--- src/rtl/seg_scan_ctrl.sv ---
// seg_scan_ctrl
// Time-multiplexed scan controller for a common-anode multi-digit
// 7-segment display that shares one BCD-to-7-segment decoder.
//
// Each digit owns a slot of SCAN_DIV clocks. The first DEAD clocks of a
// slot are blanked (BLANK) while bcd_sel already carries the next digit so
// the decoder settles; the rest of the slot lights the digit (SHOW).
// Digits and decimal points are copied into shadow registers once per
// frame (at slot 0 of digit 0) so a changing count never tears.
//
// Ports:
//   clk, rst     clock (rising edge), asynchronous active-high reset
//   en           scan enable; 0 turns every digit off
//   digits_in    BCD digits, digit i at [4i+3:4i], digit 0 rightmost
//   dp_in        per-digit decimal point, active-high
//   bcd_sel      BCD code to the shared decoder
//   an_n         digit enables, active-low
//   dp_n         decimal point, active-low
//   digit_idx    index of the current slot's digit
//   frame_start  one-cycle pulse when the shadow snapshot is taken
//   state_dbg    current scan state (IDLE=0, BLANK=1, SHOW=2)
//
// Handshake: there is no valid/ready pair; frame_start qualifies the
// snapshot and all outputs are registered, updating only on clk edges
// (or immediately on rst).
module seg_scan_ctrl #(
  parameter  int DIGITS   = 4,
  parameter  int SCAN_DIV = 50000,
  parameter  int DEAD     = 16,
  parameter  int LZ_BLANK = 1,
  localparam int IW       = (DIGITS > 2) ? $clog2(DIGITS) : 1,
  localparam int CW       = $clog2(SCAN_DIV)
) (
  input  logic                  clk,
  input  logic                  rst,
  input  logic                  en,
  input  logic [4*DIGITS-1:0]   digits_in,
  input  logic [DIGITS-1:0]     dp_in,
  output logic [3:0]            bcd_sel,
  output logic [DIGITS-1:0]     an_n,
  output logic                  dp_n,
  output logic [IW-1:0]         digit_idx,
  output logic                  frame_start,
  output logic [1:0]            state_dbg
);

  typedef enum logic [1:0] {
    IDLE  = 2'd0,
    BLANK = 2'd1,
    SHOW  = 2'd2
  } state_t;

  localparam logic [CW-1:0] CNT_LAST = CW'(SCAN_DIV - 1);
  localparam logic [CW-1:0] CNT_DEAD = CW'(DEAD);
  localparam logic [IW-1:0] IDX_LAST = IW'(DIGITS - 1);

  state_t                state_q;
  logic [CW-1:0]         cnt_q;
  logic [IW-1:0]         idx_q;
  logic [4*DIGITS-1:0]   sh_dig_q;
  logic [DIGITS-1:0]     sh_dp_q;
  logic [3:0]            bcd_q;
  logic [DIGITS-1:0]     an_n_q;
  logic                  dp_n_q;
  logic                  fs_q;

  logic [CW-1:0]         cnt_inc;
  logic [IW-1:0]         idx_inc;
  logic [3:0]            cur_dig;
  logic [3:0]            nxt_dig;
  logic                  cur_dp;
  logic                  cur_sup;
  logic [DIGITS-1:0]     sup;
  logic                  zero_run;
  logic [DIGITS-1:0]     lit_mask;

  always_comb begin
    cnt_inc  = cnt_q + CW'(1);
    idx_inc  = idx_q + IW'(1);
    cur_dig  = 4'd0;
    nxt_dig  = 4'd0;
    cur_dp   = 1'b0;
    cur_sup  = 1'b0;
    sup      = '0;
    zero_run = 1'b1;
    // A digit is a leading zero only if it and everything to its left are
    // zero with no decimal point; scanning from the top keeps that running.
    for (int i = DIGITS - 1; i >= 1; i--) begin
      zero_run = zero_run & (sh_dig_q[4*i +: 4] == 4'd0) & ~sh_dp_q[i];
      sup[i]   = (LZ_BLANK != 0) & zero_run;
    end
    for (int i = 0; i < DIGITS; i++) begin
      if (idx_q == IW'(i)) begin
        cur_dig = sh_dig_q[4*i +: 4];
        cur_dp  = sh_dp_q[i];
        cur_sup = sup[i];
      end
      if (idx_inc == IW'(i)) begin
        nxt_dig = sh_dig_q[4*i +: 4];
      end
    end
    lit_mask = ~(DIGITS'(1) << idx_q);
  end

  always_ff @(posedge clk or posedge rst) begin
    if (rst) begin
      state_q  <= IDLE;
      cnt_q    <= '0;
      idx_q    <= '0;
      sh_dig_q <= '0;
      sh_dp_q  <= '0;
      bcd_q    <= 4'd0;
      an_n_q   <= '1;
      dp_n_q   <= 1'b1;
      fs_q     <= 1'b0;
    end else if (!en) begin
      // Abandon the slot at once; bcd_sel and digit_idx hold.
      state_q <= IDLE;
      an_n_q  <= '1;
      dp_n_q  <= 1'b1;
      fs_q    <= 1'b0;
    end else begin
      fs_q <= 1'b0;
      case (state_q)
        IDLE: begin
          state_q  <= BLANK;
          cnt_q    <= '0;
          idx_q    <= '0;
          sh_dig_q <= digits_in;
          sh_dp_q  <= dp_in;
          bcd_q    <= digits_in[3:0];
          an_n_q   <= '1;
          dp_n_q   <= 1'b1;
          fs_q     <= 1'b1;
        end
        BLANK, SHOW: begin
          if (cnt_q == CNT_LAST) begin
            state_q <= BLANK;
            cnt_q   <= '0;
            an_n_q  <= '1;
            dp_n_q  <= 1'b1;
            if (idx_q == IDX_LAST) begin
              idx_q    <= '0;
              sh_dig_q <= digits_in;
              sh_dp_q  <= dp_in;
              bcd_q    <= digits_in[3:0];
              fs_q     <= 1'b1;
            end else begin
              idx_q <= idx_inc;
              bcd_q <= nxt_dig;
            end
          end else begin
            cnt_q <= cnt_inc;
            bcd_q <= cur_dig;
            if (cnt_inc >= CNT_DEAD) begin
              state_q <= SHOW;
              an_n_q  <= cur_sup ? '1 : lit_mask;
              dp_n_q  <= cur_sup ? 1'b1 : ~cur_dp;
            end else begin
              state_q <= BLANK;
              an_n_q  <= '1;
              dp_n_q  <= 1'b1;
            end
          end
        end
        default: begin
          state_q <= IDLE;
          an_n_q  <= '1;
          dp_n_q  <= 1'b1;
        end
      endcase
    end
  end

  assign bcd_sel     = bcd_q;
  assign an_n        = an_n_q;
  assign dp_n        = dp_n_q;
  assign digit_idx   = idx_q;
  assign frame_start = fs_q;
  assign state_dbg   = state_q;

endmodule

--- config.mk ---
export PLATFORM = sky130hd
export DESIGN_NAME = seg_scan_ctrl
export DESIGN_NICKNAME = d
export VERILOG_FILES = /design/src/rtl/seg_scan_ctrl.sv
export SDC_FILE = /design/constraint.sdc
export NUM_CORES = 1
export LEC_CHECK = 0
export CELL_PAD_IN_SITES_DETAIL_PLACEMENT = 0
export CELL_PAD_IN_SITES_GLOBAL_PLACEMENT = 1
export CORE_MARGIN = 2
export CORE_UTILIZATION = 46
export CTS_CLUSTER_DIAMETER = 120
export DETAILED_ROUTE_END_ITERATION = 8
export GPL_ROUTABILITY_DRIVEN = 1
export MAX_ROUTING_LAYER = met4
export PLACE_DENSITY_LB_ADDON = 0.25
export REMOVE_ABC_BUFFERS = 1
export SKIP_CTS_REPAIR_TIMING = 1
export SLEW_MARGIN = 40
export SYNTH_ARGS = -nofsm -noshare
export SYNTH_HDL_FRONTEND = slang
export SYNTH_SLANG_ARGS = --single-unit
export TNS_END_PERCENT = 1
--- constraint.sdc ---
create_clock -name clk -period 4.4 [get_ports clk]
set_input_delay 0.88 -clock clk [delete_from_list [all_inputs] [get_ports clk]]
set_output_delay 0.88 -clock clk [all_outputs]
set_load 0.005 [all_outputs]
## Word-level counts from Yosys, hierarchy flattened

Cells that the tools add are included.

| word-level totals | value |
|---|---|
| output and inout port bits | 14 |
| register bits after elaboration | 50 |
| word-level logic and storage cells | 92 |

| operators by class | value |
|---|---|
| order comparisons | 1 |
| eq/ne operators | 11 |
| bitwise gates (word level) | 10 |
| shifts and indexed selects | 1 |
| $add $sub $neg | 2 |
| muxes and demuxes | 47 |
| reduce and logical (&&, ||, !) cells | 11 |

Operators with widths:

| cell | number |
|---|---|
| 4-bit two-way mux | 17 |
| 16-bit one-hot mux with 2 select lines | 2 |
| 16-bit two-way mux | 3 |
| 16-bit by 1-bit adder with 16-bit output, second input constant | 1 |
| 16-bit == test, second input constant | 1 |
| 16-bit by 5-bit >= comparator with 1-bit output, second input constant | 1 |
| 4-bit one-hot mux with 2 select lines | 2 |
| 1-bit two-way mux | 15 |
| 4-bit logical NOT | 3 |
| 2-bit == test, second input constant | 5 |
| 2-bit two-way mux | 5 |
| 2-bit one-hot mux with 2 select lines | 2 |
| 2-bit by 1-bit == test with 1-bit output, second input constant | 3 |
| 2-bit logical NOT | 3 |
| 1-bit AND | 5 |
| 2-bit != test, second input constant | 2 |
| 1-bit NOT | 4 |
| 4-bit NOT | 1 |
| 4-bit AND reduction | 1 |
| 1-bit by 2-bit left shift with 4-bit output, first input constant | 1 |
| 3-bit AND reduction | 1 |
| 2-bit by 1-bit adder with 2-bit output, second input constant | 1 |
| 1-bit one-hot mux with 2 select lines | 1 |
| 2-bit AND reduction | 1 |
| 2 further kinds | 2 |

## Logic depth before layout (Yosys ltp)

Gate-level depths: netlist (run 1).

| logic depth | value |
|---|---|
| word-level depth | 14 |
| mapped depth | 8 |

## Least setup slack after synthesis (run 1)

OpenSTA, ideal clock, no wires.

| timing | value |
|---|---|
| kind | reg-to-reg |
| start | register cnt_q[0] |
| end | register state_q[1] (netlist: state_dbg[1]) |
| required time | 4.283 ns |
| library setup time | 0.117 ns |
| arrival | 2.145 ns |
| path slack | 2.138 ns |
| cell stages (with the launch flop) | 9 |
| clock period less this slack | 2.262 ns |
| cell sequence | dfrtp_1 > ha_1 > nand2_1 > nor3_1 > xnor2_1 > o21ai_0 > or4_1 > buf_2 > and2_4 |

| between the ends | value |
|---|---|
| longest elaborated chain between the ends | 6 |
| elaborated cells between the ends (all ways) | 7 |
| those cells by class | add/sub (1); order compare (1); eq/ne (1); mux (4) |

Ends and longest elaborated chain:

| element | line | RTL |
|---|---|---|
| from (decl) | 58 | `logic [CW-1:0] cnt_q;` |
| from (signal assigned) | 153 | `cnt_q <= cnt_inc;` |
| 16-bit by 1-bit adder with 16-bit output | 78 | `cnt_inc = cnt_q + CW'(1);` |
| 16-bit by 5-bit >= comparator with 1-bit output | 155 | `if (cnt_inc >= CNT_DEAD) begin` |
| 2-bit two-way mux | 155 |  |
| 2-bit two-way mux * | 137 | `if (cnt_q == CNT_LAST) begin` |
| 2-bit one-hot mux with 2 select lines * | 124 | `case (state_q)` |
| 2-bit two-way mux * | 116 | `end else if (!en) begin` |
| to (signal assigned) | 118 | `state_q <= IDLE;` |
| to (signal assigned) | 138 | `state_q <= BLANK;` |
| to (signal assigned) | 156 | `state_q <= SHOW;` |
| to (decl) | 57 | `state_t state_q;` |

Every way passes the cells marked *; elsewhere a longest branch is shown, timed or not.
A chain may end at the register's enable or synchronous reset.

## Worst setup path in the final report (run 1)

| timing | value |
|---|---|
| start | register cnt_q[0] |
| end | register sh_dig_q[0] |

| between the ends | value |
|---|---|
| longest elaborated chain between the ends | 3 |

Ends and longest elaborated chain:

| element | line | RTL |
|---|---|---|
| 16-bit == test | 137 |  |
| 2-bit != test (no line) | - |  |
| 4-bit AND reduction (no line) | - |  |
| to (signal assigned) | 129 | `sh_dig_q <= digits_in;` |
| to (signal assigned) | 144 | `sh_dig_q <= digits_in;` |
| to (decl) | 60 | `logic [4*DIGITS-1:0] sh_dig_q;` |

Every way passes these cells.

==> metrics.md, run 1 <==
| Metric | Value |
|---|---|
| Fmax | 369.9 MHz |
| Mean Syn Cell Area | 9.500 um^2 |
| Final WL | 6502 um |
| CTS buffer count | 5 |
| Setup crit start | cnt_q[0]$_DFFE_PP0P_ |
| DP HPWL | 4739 um |
| Met1 WL | 3008 um |
| Slowest cell on crit path | and2_2 |
| Area of the core | 5921 um^2 |
| Pwr Total | 0.001089 W |
| Vias in the first global route | 2150 |
| Post-DR wirelength/cell | 16.17 um |
| Share of the synthesized area in the top cell type | 0.3991 |
| Final Core Density | 0.5623 |
| Critical path type | reg -> reg |
| Ant diodes | 0 |
| Worst setup path end | sh_dig_q[0]$_DFFE_PP0P_ |
| DRT antenna net count | 0 |
| Largest net degree at the start of global routing | 51 |
| Antenna violations before repair | 0 |
| TritonCTS clock tree | yes |
| WL met3 | 212 um |
| Max VDD drop | 188.4 uV |
| Htree depth | 2 |
| Post-synthesis sequential area ratio | 0.4457 |
| Via density | 5.736 |
| Final nets | 359 |
| I/O pin count | 37 |
| Area growth syn-to-layout | 18.00% |
| GRT overflow | 0 |
| Die Y | 82.32 um |
| Worst-Skew Late Latency | 0.30 ns |
| Crit Path Max Fanout | 21 |
| Status | finished, final reports clean |
| Final RePlAce weighted congestion | 0.8646 |
| Gr usage total | 0.2136 |
| Die Width | 82.32 um |
| Port buffer count | 36 |
| Synthesized flop and latch total | 50 |
| Worst R2R End | sh_dig_q[0]$_DFFE_PP0P_ |
| Delay-heaviest family, CP | simple AND/OR/NAND/NOR gates |
| Ys flop type | dfrtp_1 |
| Crit. path cell count | 6 |
| Root buffer cell | clkbuf_8 |
| Starting Density | 0.4765 |
| Leak | 1.343 nW |
| Slew @ Worst Pin | 0.6554 ns |
| Critical path launch point type | register |
| Sink Count | 50 |
| Share of flip-flops with an asynchronous set or reset | 1.000 |
| Clock input transition at the sequential cells of the worst setup and hold paths | 0.10 ns |
| Crit path capture type | register |
| PD cells | 327.0 nW/um^2 |
| Placed cells | 394 |
| Crit path largest cell delay | 0.51 ns |
| Initial drt markers | 162 |
| R2R setup slack | 1.70 ns |
| Clk_skew | 0.01010 ns |
| Cell Chain, Critical Path | ha_1, and3_1, nand4_1, o21ai_1, and2_2, mux2_2 |
| Fin Hold WS | 0.4962 ns |
| Max-Cap Viols | 0 |
| Yosys warnings | 0 |
| Setup violations, final | 0 |
| Cell taking the most area after synthesis | dfrtp_1 |
| FP Rows | 28 |
| Layout Cells excl Fill | 402 |
| Synth Instances | 297 |
| Final Cycle Share | 0.6144 |
| First-pass GRT wire length | 10610 um |
| Hold Vio Cnt, Final | 0 |
| Final Critical Period | 2.703 ns |
| Commonest cells post-synth | nand2_1 (46), dfrtp_1 (45), o21ai_0 (31) |
| CP Buf/Inv Count | 0 |
| Worst r2r src | cnt_q[0]$_DFFE_PP0P_ |
| Setup tns final | 0 ns |
| Share of cells above drive strength 1 | 0.1193 |
| WP data arrival | 2.89 ns |
| Fin. max-slew vios | 0 |
| Top sig layer | met4 |
| WL met2 | 3224 um |
| Mapped cell area | 2821 um^2 |
| Post-synth EDFFs | 0 |
| Max-slew headroom | 0.5590 |
| Die area | 6776 um^2 |
| Top-count cell post-synth | nand2_1 |
| Yosys cell types | 40 |
| Critical Path RT | 4.59 ns |
| Synth area leaders | dfrtp_1 (40%), mux2_2 (7.6%), nand2_1 (6.1%) |
| FF-to-FF path depth | 6 |
| Drt drc | 0 |
| Fillers | 553 |
| Via count | 2306 |
| Clock buffer depth | 2 |
| Drt pass-1 iters | 4 |
| RSZ-0062 raised after global routing | no |
| Hold Path Class | reg -> reg |
==> tightest hold or removal path: cells and delay by family (launching register included) <==
kind	cells	cell delay, ns
DFF	1	0.35
and+or+nand+nor	1	0.05
AOI/OAI and AO/OA	1	0.06
==> cell families (layout without fill, tap and decap cells) <==
logic type	after synthesis	after routing	synth area share
multiplexers	19	19	0.07583
buffers and inverters	24	54	0.03547
flip-flops	50	50	0.4457
AO/OA/AOI/OAI	76	76	0.1747
XOR/XNOR	4	4	0.01242
AND/OR/NAND/NOR	114	114	0.2115
adder cells (fa/ha/maj)	10	10	0.04435
==> how the worst min path moves through the flow <==
stage	startpoint	end	slack (ns)	cells past startpoint
2_1_floorplan	bcd_sel[0]$_DFFE_PP0P_	bcd_sel[0]$_DFFE_PP0P_	0.47	2
3_3_place_gp	bcd_sel[1]$_DFFE_PP0P_	bcd_sel[1]$_DFFE_PP0P_	0.47	2
3_5_place_dp	bcd_sel[0]$_DFFE_PP0P_	bcd_sel[0]$_DFFE_PP0P_	0.48	2
4_1_cts	bcd_sel[0]$_DFFE_PP0P_	bcd_sel[0]$_DFFE_PP0P_	0.51	2
5_1_grt	bcd_sel[1]$_DFFE_PP0P_	bcd_sel[1]$_DFFE_PP0P_	0.53	2
6_report	bcd_sel[0]$_DFFE_PP0P_	bcd_sel[0]$_DFFE_PP0P_	0.50	2
==> sequential cells by signal, summed over array words and instances, names as in the netlist <==
name         cells
sh_dp_q          4
dp_n             1
frame_start      1
state_dbg        2
bcd_sel          4
an_n             4
digit_idx        2
sh_dig_q        16
cnt_q           16
==> per-layer routing <==
metal | GRT usage | up-vias
met5 | - | -
met4 | 0.06167 | 0
met2 | 0.3589 | 50
met3 | 0.02717 | 4
met1 | 0.2711 | 1109
li1 | - | 1143
==> placed cells by master (no fill, tap or decap), types with 3 or more instances in the layout <==
cell / netlist / layout
nor2b_1: 11 / 11
o21ai_0: 31 / 31
nor3_1: 3 / 3
or4_1: 3 / 3
and3_1: 7 / 7
a221oi_1: 8 / 8
o31ai_1: 17 / 17
inv_1: 9 / 8
xnor2_1: 3 / 3
nand2_1: 46 / 46
mux2_2: 19 / 19
dfstp_2: 5 / 5
nor4_1: 6 / 6
a21oi_1: 6 / 6
clkdlybuf4s50_1: 0 / 36
nand4_1: 3 / 3
nor2_1: 8 / 8
ha_1: 10 / 10
a31oi_1: 4 / 4
dfrtp_1: 45 / 45
a222oi_1: 4 / 4
nand3_1: 14 / 14
clkbuf_8: 0 / 5
==> power breakdown <==
| group | switching [W] | internal, W | leakage (nW) |
|---|---|---|---|
| combinational | 0.0000901 | 0.000110 | 0.661 |
| clock | 0.000153 | 0.000168 | 0.0579 |
| sequential | 0.0000542 | 0.000514 | 0.625 |
| total | 0.000297 | 0.000792 | 1.34 |
==> through the flow <==
stage	area, um^2	worst slack (ns)
floorplan	2755	1.969
global placement	3217	1.313
detailed placement	3221	1.578
CTS	3329	1.665
global route	3329	1.500
finish	3329	1.697
==> area by class of cell <==
cell class                 instances  area [um^2]  area share
clock buffer                       5        68.82     0.02067
clock inverter                     3        40.04     0.01203
inverter                           9        36.28     0.01090
multi-input combinational        223         1465      0.4401
sequential                        50         1257      0.3777
tap                               75        93.84     0.02818
timing repair buffer              37        367.9      0.1105
No activity file was read; power rests on OpenSTA's default activity.
==> inputs of run 2 (changes only) <==
Settings changed: CORE_UTILIZATION 46 to 42.
Clock period 4.4 ns to 2.6 ns, I/O delays scaled along.
==> metrics.md, run 2 (synthesis results as in run 1) <==
| Metric | Value |
|---|---|
| Status | finished, final reports clean |
| Biggest regs | cnt_q x16, sh_dig_q x16 |
| Setup violations, final | 0 (unchanged) |
| Clock input transition at the sequential cells of the worst setup and hold paths | 0.09 ns (about the same) |
| Max VDD drop | 328.8 uV (+75%) |
| Area after DPL | 3329 um^2 (+3.4%) |
| Vias in the first global route | 2259 (+5.1%) |
| R2R setup slack | 0.19 ns (-1.51 ns) |
| Sink Count | 50 (unchanged) |
| Delay-heaviest family, CP | simple AND/OR/NAND/NOR gates |
| Starting Density | 0.4393 (-0.03723) |
| Max-slew headroom | 0.5660 (+0.006991) |
| Crit path capture type | register |
| Setup crit start | cnt_q[2]$_DFFE_PP0P_ |
| DP HPWL | 5151 um (+8.7%) |
| Final nets | 372 (+3.6%) |
| Pwr Total | 0.001864 W (+71%) |
| Via density | 5.856 (+2.1%) |
| Placed cells | 409 (+3.8%) |
| Cell Chain, Critical Path | nand3_1, nor3_4, nand4_1, xnor2_1, or4_1, and2_4 |
| Port buffer count | 36 (unchanged) |
| Max-Cap Viols | 0 (unchanged) |
| Fin. max-slew vios | 0 (unchanged) |
| CP Buf/Inv Count | 0 (unchanged) |
| Root buffer cell | clkbuf_8 |
| Die Y | 85.96 um (+4.4%) |
| Clock buffer depth | 2 (unchanged) |
| Final Critical Period | 2.411 ns (-0.2927 ns) |
| Post-DR wirelength/cell | 16.62 um (+2.7%) |
| Antenna violations before repair | 0 (unchanged) |
| Area of the core | 6422 um^2 (+8.5%) |
| Final WL | 6930 um (+6.6%) |
| Fmax | 414.8 MHz (+12%) |
| Worst-Skew Late Latency | 0.30 ns (about the same) |
| Final Core Density | 0.5371 (-0.02523) |
| Crit Path Max Fanout | 7 (-67%) |
| Initial drt markers | 165 (+1.9%) |
| Fillers | 607 (+9.8%) |
| Worst R2R End | state_dbg[1]$_DFF_PP0_ |
| CTS buffer count | 5 (unchanged) |
| Worst r2r src | cnt_q[2]$_DFFE_PP0P_ |
| Crit. path cell count | 6 (unchanged) |
| FP Rows | 29 (+3.6%) |
| DRT antenna net count | 0 (unchanged) |
| Drt pass-1 iters | 7 (+3) |
| Commonest cells after routing, fill and taps aside | nand2_1 (46), dfrtp_1 (45), clkdlybuf4s50_1 (36), o21ai_0 (31), mux2_2 (19) |
| Critical Path RT | 2.80 ns (-1.79 ns) |
| Die area | 7389 um^2 (+9.1%) |
| I/O pin count | 37 (unchanged) |
| Worst setup path end | state_dbg[1]$_DFF_PP0_ |
| Leak | 1.411 nW (+5.0%) |
| Critical path launch point type | register |
| FF-to-FF path depth | 6 (unchanged) |
| GRT overflow | 0 (unchanged) |
| Final RePlAce weighted congestion | 0.8935 (+3.3%) |
| Hold Path Class | reg -> reg |
| First-pass GRT wire length | 11470 um (+8.1%) |
| Slowest cell on crit path | or4_1 |
| Share of cells above drive strength 1 | 0.1559 (+0.03662) |
| Crit path largest cell delay | 0.63 ns (+0.12 ns) |
| Drt drc | 0 (unchanged) |
| RSZ-0062 raised after global routing | no |
| Finished Cell Area | 3450 um^2 (+3.6%) |
| TritonCTS clock tree | yes |
| Layout Cells excl Fill | 417 (+3.7%) |
| Final Cycle Share | 0.9271 (+0.3128) |
| Slew @ Worst Pin | 0.6510 ns (-0.004443 ns) |
| PD cells | 540.3 nW/um^2 (+65%) |
| Critical path type | reg -> reg |
| Die Width | 85.96 um (+4.4%) |
| Setup tns final | 0 ns (unchanged) |
| Htree depth | 2 (unchanged) |
| Via count | 2442 (+5.9%) |
| Ant diodes | 0 (unchanged) |
| Largest net degree at the start of global routing | 31 (-39%) |
| Gr usage total | 0.2023 (-0.01121) |
| Hold Vio Cnt, Final | 0 (unchanged) |
| Clk_skew | 0.007385 ns (-0.002715 ns) |
| Area growth syn-to-layout | 22.26% |
| Most common cell after layout, fill and taps aside | nand2_1 |
| WP data arrival | 2.61 ns (-0.28 ns) |
-- run 2: power by group --
group,internal (W),leakage (nW),total (W),switching [W]
Sequential,0.000871,0.625,0.000959,0.0000887
Combinational,0.000205,0.728,0.000363,0.000158
Clock,0.000284,0.0579,0.000541,0.000258
Total,0.00136,1.41,0.00186,0.000504
-- run 2: worst min path at each step --
| stage | from | endpoint | slack (ns) | depth (start not counted) |
|---|---|---|---|---|
| floorplan | bcd_sel[0]$_DFFE_PP0P_ | bcd_sel[0]$_DFFE_PP0P_ | 0.47 | 2 |
| global placement | bcd_sel[2]$_DFFE_PP0P_ | bcd_sel[2]$_DFFE_PP0P_ | 0.47 | 2 |
| detailed placement | bcd_sel[0]$_DFFE_PP0P_ | bcd_sel[0]$_DFFE_PP0P_ | 0.48 | 2 |
| CTS | bcd_sel[0]$_DFFE_PP0P_ | bcd_sel[0]$_DFFE_PP0P_ | 0.50 | 2 |
| global route | bcd_sel[3]$_DFFE_PP0P_ | bcd_sel[3]$_DFFE_PP0P_ | 0.55 | 2 |
| finish | bcd_sel[2]$_DFFE_PP0P_ | bcd_sel[2]$_DFFE_PP0P_ | 0.49 | 2 |
-- run 2: layout make-up --
class	instances	area [um^2]	area share
multi-input cells	223	1475	0.4276
flip-flops and latches	50	1257	0.3645
repair buffers	50	478.0	0.1386
well taps	77	96.34	0.02793
clock buffers	5	68.82	0.01995
clock inverters	3	40.04	0.01161
inverters	9	33.78	0.009793
-- run 2: stage by stage --
step	worst slack, ns	hold slack [ns]
finish	0.1895	0.4906
detailed placement	0.2093	0.4758
CTS	0.1810	0.4963
global route	0.02966	0.5459
floorplan	0.1686	0.4733
global placement	0.1781	0.4655
-- run 2: worst reg2reg max path, delay by kind of cell (launching register included) --
kind	cells	cell delay (ns)
XOR/XNOR	1	0.17
flip-flops	1	0.44
AND/OR/NAND/NOR	5	1.71
-- run 2: layer usage --
metal / wire [um] / GRT usage / up-vias
met1: 3237 / 0.2692 / 1210
met2: 3431 / 0.3291 / 54
met4: 55 / 0.04473 / 0
met5: 0 / - / -
met3: 205 / 0.02887 / 6
li1: - / - / 1172
